--- config.mk ---
export PLATFORM = sky130hd
export DESIGN_NAME = rr_mux_arbiter_flat
export DESIGN_NICKNAME = d
export VERILOG_FILES = /design/src/rtl/rr_mux_arbiter_if.sv /design/src/rtl/rr_mux_arbiter.sv /design/src/flat_wrapper.sv
export SDC_FILE = /design/constraint.sdc
export NUM_CORES = 1
export LEC_CHECK = 0
export CAP_MARGIN = 20
export CORE_MARGIN = 4
export CORE_UTILIZATION = 35
export CTS_BUF_LIST = sky130_fd_sc_hd__clkbuf_4
export CTS_CLUSTER_SIZE = 14
export DETAILED_ROUTE_END_ITERATION = 16
export GPL_TIMING_DRIVEN = 0
export PLACE_DENSITY = 0.7
export RECOVER_POWER = 25
export SYNTH_ARGS = -nofsm -noshare
export SYNTH_HDL_FRONTEND = slang
export SYNTH_SLANG_ARGS = --single-unit
--- constraint.sdc ---
create_clock -name clk -period 3.4 [get_ports clk]
set_input_delay 0.68 -clock clk [delete_from_list [all_inputs] [get_ports clk]]
set_output_delay 0.68 -clock clk [all_outputs]
set_load 0.05 [all_outputs]
--- src/rtl/rr_mux_arbiter_if.sv ---
// Bundle between the requester bank, the round-robin arbiter and the single consumer.
// Handshake: a word moves when out_valid & out_ready are both high at a rising clk edge; ack[sel] mirrors that cycle.
interface rr_mux_arbiter_if #(
  parameter int WIDTH = 8
);
  logic [7:0]         req;
  logic [8*WIDTH-1:0] data;
  logic [7:0]         lock;
  logic               out_ready;
  logic               out_valid;
  logic [WIDTH-1:0]   out_data;
  logic [2:0]         sel;
  logic [7:0]         gnt;
  logic [7:0]         ack;
  logic               dbg_state;

  modport master (
    output req, data, lock, out_ready,
    input  out_valid, out_data, sel, gnt, ack, dbg_state
  );

  modport slave (
    input  req, data, lock, out_ready,
    output out_valid, out_data, sel, gnt, ack, dbg_state
  );
endinterface

--- src/rtl/rr_mux_arbiter.sv ---
// Round-robin arbiter driving an 8:1 mux select onto one valid/ready output channel.
// Define ARB_LOCK_EN to let a locked requester stream back-to-back words without re-arbitration.
module rr_mux_arbiter #(
  parameter int WIDTH = 8
) (
  input  logic clk,
  input  logic rst_n,
  rr_mux_arbiter_if.slave bus
);
  typedef enum logic [0:0] {
    IDLE = 1'b0,
    BUSY = 1'b1
  } state_t;

  state_t     r_state;
  logic [2:0] r_ptr;
  logic [2:0] r_sel;
  logic [7:0] r_gnt;
  logic       r_valid;

  logic       w_found;
  logic [2:0] w_winner;
  logic [2:0] w_idx;
  logic       w_xfer;
  logic       w_lock_hold;

  // Scan from the highest offset down so the lowest offset from r_ptr wins.
  always_comb begin
    w_found  = 1'b0;
    w_winner = 3'd0;
    w_idx    = 3'd0;
    for (int k = 7; k >= 0; k--) begin
      w_idx = r_ptr + 3'(k);
      if (bus.req[w_idx]) begin
        w_found  = 1'b1;
        w_winner = w_idx;
      end
    end
  end

  assign w_xfer = r_valid & bus.out_ready;

`ifdef ARB_LOCK_EN
  assign w_lock_hold = bus.lock[r_sel] & bus.req[r_sel];
`else
  assign w_lock_hold = 1'b0;
`endif

  always_ff @(posedge clk or negedge rst_n) begin
    if (!rst_n) begin
      r_state <= IDLE;
      r_ptr   <= 3'd0;
      r_sel   <= 3'd0;
      r_gnt   <= 8'd0;
      r_valid <= 1'b0;
    end else begin
      case (r_state)
        IDLE: begin
          if (w_found) begin
            r_sel   <= w_winner;
            r_gnt   <= 8'b1 << w_winner;
            r_valid <= 1'b1;
            r_state <= BUSY;
          end
        end
        BUSY: begin
          // A locked transfer keeps the grant and leaves the pointer alone.
          if (w_xfer && !w_lock_hold) begin
            r_ptr   <= r_sel + 3'd1;
            r_gnt   <= 8'd0;
            r_valid <= 1'b0;
            r_state <= IDLE;
          end
        end
        default: begin
          r_state <= IDLE;
          r_gnt   <= 8'd0;
          r_valid <= 1'b0;
        end
      endcase
    end
  end

  assign bus.out_valid = r_valid;
  assign bus.out_data  = bus.data[r_sel*WIDTH +: WIDTH];
  assign bus.sel       = r_sel;
  assign bus.gnt       = r_gnt;
  assign bus.ack       = w_xfer ? (8'b1 << r_sel) : 8'd0;
  assign bus.dbg_state = r_state;
endmodule

--- src/flat_wrapper.sv ---
// flat-port wrapper written by rule: the top's interface ports become plain ports
module rr_mux_arbiter_flat 
#(
  parameter int WIDTH = 8
)
  (clk, rst_n, bus_req, bus_data, bus_lock, bus_out_ready, bus_out_valid, bus_out_data, bus_sel, bus_gnt, bus_ack, bus_dbg_state);
  rr_mux_arbiter_if #(.WIDTH(WIDTH)) bus_i ();
  input  logic clk;
  input  logic rst_n;
  input wire logic [$bits(bus_i.req)-1:0] bus_req;
  input wire logic [$bits(bus_i.data)-1:0] bus_data;
  input wire logic [$bits(bus_i.lock)-1:0] bus_lock;
  input wire logic [$bits(bus_i.out_ready)-1:0] bus_out_ready;
  output wire logic [$bits(bus_i.out_valid)-1:0] bus_out_valid;
  output wire logic [$bits(bus_i.out_data)-1:0] bus_out_data;
  output wire logic [$bits(bus_i.sel)-1:0] bus_sel;
  output wire logic [$bits(bus_i.gnt)-1:0] bus_gnt;
  output wire logic [$bits(bus_i.ack)-1:0] bus_ack;
  output wire logic [$bits(bus_i.dbg_state)-1:0] bus_dbg_state;
  assign bus_i.req = bus_req;
  assign bus_i.data = bus_data;
  assign bus_i.lock = bus_lock;
  assign bus_i.out_ready = bus_out_ready;
  assign bus_out_valid = bus_i.out_valid;
  assign bus_out_data = bus_i.out_data;
  assign bus_sel = bus_i.sel;
  assign bus_gnt = bus_i.gnt;
  assign bus_ack = bus_i.ack;
  assign bus_dbg_state = bus_i.dbg_state;
  rr_mux_arbiter #(.WIDTH(WIDTH)) u_core (.clk(clk), .rst_n(rst_n), .bus(bus_i));
endmodule
---- Word level (Yosys, flattened, before mapping) ----
Index checks and enable logic that the tools add are counted.
word-level totals
  logic and storage cells ................. 73
  bits in registers ....................... 16
  output and inout port bits .............. 29
  bits of input ports ..................... 83
operators by class
  equality and inequality tests ........... 2
  $lt $le $gt $ge ......................... 8
  mux-type cells .......................... 42
  bitwise logic cells ..................... 2
  reduce and logical (&&, ||, !) cells .... 3
  shift operators ......................... 3
  $add $sub $neg .......................... 8
operator list
  kind                                                                           number
  64-bit by 7-bit indexed part select with 8-bit output                          1
  3-bit by 4-bit less-than comparator with 1-bit output (second input constant)  8
  1-bit binary-select mux with 3-bit select                                      8
  3-bit 2-to-1 mux                                                               8
  8-bit 2-to-1 mux                                                               3
  1-bit 2-to-1 mux                                                               20
  8-bit case mux with 2 select lines                                             1
  1-bit by 3-bit << shifter with 8-bit output (first input constant)             2
  3-bit adder (second input constant)                                            4
  3-bit by 1-bit adder with 3-bit output (second input constant)                 2
  3-bit by 2-bit adder with 3-bit output (second input constant)                 2
  2-bit AND reduction                                                            3
  1-bit case mux with 2 select lines                                             2
  2-bit by 1-bit != test with 1-bit output (second input constant)               1
  2-bit != test (second input constant)                                          1
  1-bit AND                                                                      1
  1-bit NOT                                                                      1

---- Depth between registers and ports, before layout ----
  depth in word-level cells ............... 14
  mapped depth ............................ 13
  mapped depth without buffers ............ 8

---- Worst setup path after synthesis ----
No wires, ideal clock.
  path type ............................... flip-flop to output port
  from .................................... reg u_core.r_sel[0], in the netlist u_core.bus.sel[0]
  to ...................................... out bus_out_data[0]
  stages on the path, launching flop included .. 6
  path slack .............................. 0.122 ns
  required time ........................... 2.720 ns
  buffers on the path ..................... 2
  arrival ................................. 2.598 ns
  cells stage by stage .................... dfrtp_1 clkbuf_1 clkbuf_1 mux4_2 nand2_1 nand2_1
on the way
  cells in the longest elaborated chain, start to end .. 1
ends and longest elaborated chain
  what                                                   RTL line              source
  from (decl)                                            rr_mux_arbiter.sv:17  logic [2:0] r_sel;
  from (signal assigned)                                 rr_mux_arbiter.sv:60  r_sel <= w_winner;
  64-bit by 7-bit indexed part select with 8-bit output  rr_mux_arbiter.sv:85  assign bus.out_data = bus.data[r_sel*WIDTH +: WIDTH];
  to (decl)                                              flat_wrapper.sv:15    output wire logic [$bits(bus_i.out_data)-1:0] bus_out_data;
No other way between the ends.

---- Worst setup path in the final report ----
  from .................................... reg u_core.r_ptr[1]
  to ...................................... reg u_core.r_gnt[1], in the netlist u_core.bus.gnt[1]
on the way
  cells in the longest elaborated chain, start to end .. 14
  elaborated cells between the ends (all ways) .. 44
  those cells by class .................... add/sub: 7; eq/ne: 1; shift: 1; mux: 34; reduce/logical: 1
ends and longest elaborated chain
  what                                         RTL line              source
  from (decl)                                  rr_mux_arbiter.sv:16  logic [2:0] r_ptr;
  from (signal assigned)                       rr_mux_arbiter.sv:69  r_ptr <= r_sel + 3'd1;
  3-bit adder                                  rr_mux_arbiter.sv:33  w_idx = r_ptr + 3'(k);
  1-bit binary-select mux with 3-bit select    rr_mux_arbiter.sv:34  if (bus.req[w_idx]) begin
  1-bit 2-to-1 mux (implied by the code)       rr_mux_arbiter.sv:34
  3-bit 2-to-1 mux (8 in series)               rr_mux_arbiter.sv:34
  1-bit by 3-bit << shifter with 8-bit output  rr_mux_arbiter.sv:61  r_gnt <= 8'b1 << w_winner;
  8-bit 2-to-1 mux                             rr_mux_arbiter.sv:59  if (w_found) begin
  8-bit case mux with 2 select lines           rr_mux_arbiter.sv:57  case (r_state)
  to (signal assigned)                         rr_mux_arbiter.sv:61
  to (decl)                                    rr_mux_arbiter.sv:18  logic [7:0] r_gnt;
Parallel ways exist; a longest one is shown, timed or not. The select of a mux whose other input is x is not followed.
A chain may end at the register's enable or synchronous reset.

==> run summary <==
Reg2Reg Setup Slack: 0.12 ns
Total Routing Usage GR: 0.191
Largest net degree at the start of global routing: 17
CP endpoint kind: flop
Sequential standard cell area: 400 um^2
Count of endpoints failing hold in the final timing report: 0
Number of max-slew violations in the final report: 0
Post-detailed-route count of antenna-violating nets: 0
Beginning of the worst register-to-register path: u_core.r_ptr[1]$_DFFE_PN0P_
First-pass GRT wire length: 13,000 um
Number of enable flip-flop cells after synthesis: 0
Number of antenna violations at the first check in global routing: 0
WL/cell: 18.6 um
Post-synthesis net count: 333
Share of layout cells above drive strength 1: 0.215
Cells taking the most area after synthesis: sky130_fd_sc_hd__mux4_2 (28%), sky130_fd_sc_hd__dfrtp_1 (16%), sky130_fd_sc_hd__nand2_1 (5.7%)
Switching portion of total power: 0.542
Ratio of final minimum period to clock period: 0.963
Area of the multi-input gates: 1890 um^2
Leading cell type by number of instances after synthesis: sky130_fd_sc_hd__nand2_1
Max VDD drop: 0.567 mV
Kind of start point of the critical path: flop
Fraction of synthesis flops using an asynchronous set or reset pin: 1.00
Setup Crit Path Kind: reg2reg
CTS Buffer Depth: 2
Area growth from synthesis to final layout: 50.5%
Cell accounting for the most synthesized area: sky130_fd_sc_hd__mux4_2
Count of input and output buffers: 103
Slowest stage cell on the critical path: sky130_fd_sc_hd__or4_1
Clk pwr share: 0.028
Cell count after synthesis: 242
Aggregate global routing overflow: 0
CTS H-tree lvls: 1
Clock root buffer: sky130_fd_sc_hd__clkbuf_4
Number of distinct library cells after synthesis: 49
Max-slew headroom at the worst pin: 0.523
Post-Synthesis Mean Instance Area: 10.1 um^2
RSZ-0062 raised after global routing: yes
Required time at the endpoint of the critical path: 3.56 ns
Result of the run: finished, final reports clean
Sequential area share after synthesis: 0.164
CTS tree: yes
Area of the die: 8370 um^2
Clock buffer count from CTS: 3
Launch point of the worst path: u_core.r_ptr[1]$_DFFE_PN0P_
Total setup violations reported at the end of the flow: 0
Starting Density: 0.359
First drt pass iteration count: 4
Sinks on the clock net: 16
Ratio of total power to cell area: 1010 nW/um^2
Shortest period the worst path allows: 3.28 ns
Share of power burned in registers: 0.091
Vias per cell: 5.74
Synth top area share: 0.277
Total number of placement rows: 30
Final net count: 441
Worst min-delay path category: reg2reg
Via count of the first global-routing pass: 2,491
Worst-path fanout max: 10
Clock latency of the later-clocked register in the worst-skew pair: 0.28 ns
Slew @ Worst Pin: 0.713 ns
Gate family responsible for the most delay along the worst path: buffers and inverters
Overall die width: 91.5 um
Clock input transition at the sequential cells of the worst setup and hold paths: 0.10 ns
Cell-internal power: 1690 uW
Final hold slack: 0.517 ns
Number of hold-repair buffers added at the cts stage: 0
Sum of buffers and inverters on the critical path: 6
Fin Setup TNS: 0 ns
Power share of the combinational group: 0.881
Crit-path cells: buf_6, buf_4, inv_1, ha_1, buf_4, buf_6, mux4_2, or4_1, nor2_1, a31o_2, clkbuf_4, nand3_1, o41ai_1
Wire length after detailed routing: 8280 um
CORE AREA: 6790 um^2
Number of placed I/O pins: 112
Synthesized cell area: 2440 um^2
Leading post-synthesis cells by instance count: sky130_fd_sc_hd__nand2_1 (37), sky130_fd_sc_hd__mux4_2 (30), sky130_fd_sc_hd__dfrtp_1 (16)
DR DRC count: 0
Detailed placement HPWL: 6690 um
Setup Skew: 0.00512 ns
Count of synthesis-stage warnings from yosys: 0
Overall via count from detail_route: 2,554
Hold path startpoint: u_core.bus.gnt[3]$_DFFE_PN0P_
Net switching power of the design: 2000 uW
Max-cap viol count: 0
Max Clk Rate: 305 MHz
Dominant register cell in the synthesized netlist: sky130_fd_sc_hd__dfrtp_1
Number of DRC markers in iteration 0: 154
Die Y: 91.5 um
Last weighted congestion value of the routability-driven placer: 0.897
Fill cells: 631
Number of flip-flops and latches in the synthesized netlist: 16
Inserted Diodes: 0
Critical Path Max Stage Delay: 0.46 ns
Endpoint arrival time on the critical path: 3.44 ns
Reported leakage power: 0.00150 uW
-- metrics by stage --
step	setup WS (ns)	std cells	cell area, um^2	total power [uW]	util
final	0.125	445	3670	3690	0.540
after global routing	0.00249	445	3670	3940	0.540
after CTS	0.0362	445	3630	3630	0.534
after detailed placement	-0.450	441	3590	3510	0.528
after global placement	-0.428	441	3590	3470	0.528
after floorplan	0.122	242	2440	2690	-
-- tightest hold or removal path, cell delays in order, from the launching register on --
cell	delay, ns
sky130_fd_sc_hd__dfrtp_1	0.36
sky130_fd_sc_hd__nand3_1	0.07
sky130_fd_sc_hd__o31ai_1	0.06
-- layer usage --
layer  share of wire  up-vias  GRT usage
met5               0        -          0
met4          0.0040        0     0.0163
met3           0.092        9     0.0439
met2            0.52      126      0.362
met1            0.38     1246      0.225
li1                -     1173          -
-- repair_timing --
action                     4_1_cts  5_1_grt
setup endpoints to repair       19       17
pin swaps                        0        1
setup buffers                    0        0
gates resized for setup          9       13
-- power by group through the flow --
stage	sequential, uW	combinational, uW	clock [uW]
2_1_floorplan	535	2150	0
3_3_place_gp	336	3130	0
3_5_place_dp	340	3170	0
4_1_cts	336	3190	103
5_1_grt	346	3480	115
6_report	337	3250	103
-- path summary, 6_finish.rpt --
kind                                                       to  depth (start not counted)
worst min-delay path            u_core.bus.gnt[3]$_DFFE_PN0P_                          2
worst min register to register  u_core.bus.gnt[3]$_DFFE_PN0P_                          2
min in group asynchronous       u_core.bus.gnt[2]$_DFFE_PN0P_                          1
worst max register to register  u_core.bus.gnt[1]$_DFFE_PN0P_                         13
max in group asynchronous         u_core.r_ptr[1]$_DFFE_PN0P_                          1
worst max-delay path            u_core.bus.gnt[1]$_DFFE_PN0P_                         13
-- cell families after synthesis --
family	after synthesis	synth area share
compound gates	48	0.147
xor+xnor	6	0.0216
fa+ha+maj	8	0.0410
buf+inv	31	0.0703
flops	16	0.164
mux	57	0.415
simple gates	76	0.141
-- area by class of cell --
| class | count | share of cell area |
|---|---|---|
| Buffer | 24 | 0.0436 |
| Clock buffer | 3 | 0.00613 |
| Clock inverter | 1 | 0.00102 |
| Inverter | 7 | 0.00784 |
| Multi-Input combinational cell | 195 | 0.516 |
| Sequential cell | 16 | 0.109 |
| Tap cell | 96 | 0.0327 |
| Timing Repair Buffer | 103 | 0.284 |
-- state kept, by name (all words and copies together), names as in the netlist --
name,count
u_core.bus.dbg_state,1
u_core.bus.out_valid,1
u_core.bus.sel,3
u_core.r_ptr,3
u_core.bus.gnt,8
-- layout by cell type (no fill, tap or decap), drive strengths merged, types with 5 or more instances in the layout --
cell,n
nand2,37
inv,7
mux2,13
buf,14
mux4,33
dfrtp,16
clkdlybuf4s50,95
nor2,11
ha,8
o21ai,11
o31ai,5
dlymetal6s2s,5
nand3,12
mux2i,11
clkbuf,13
Note: power is estimated with default switching activity, not from simulation.
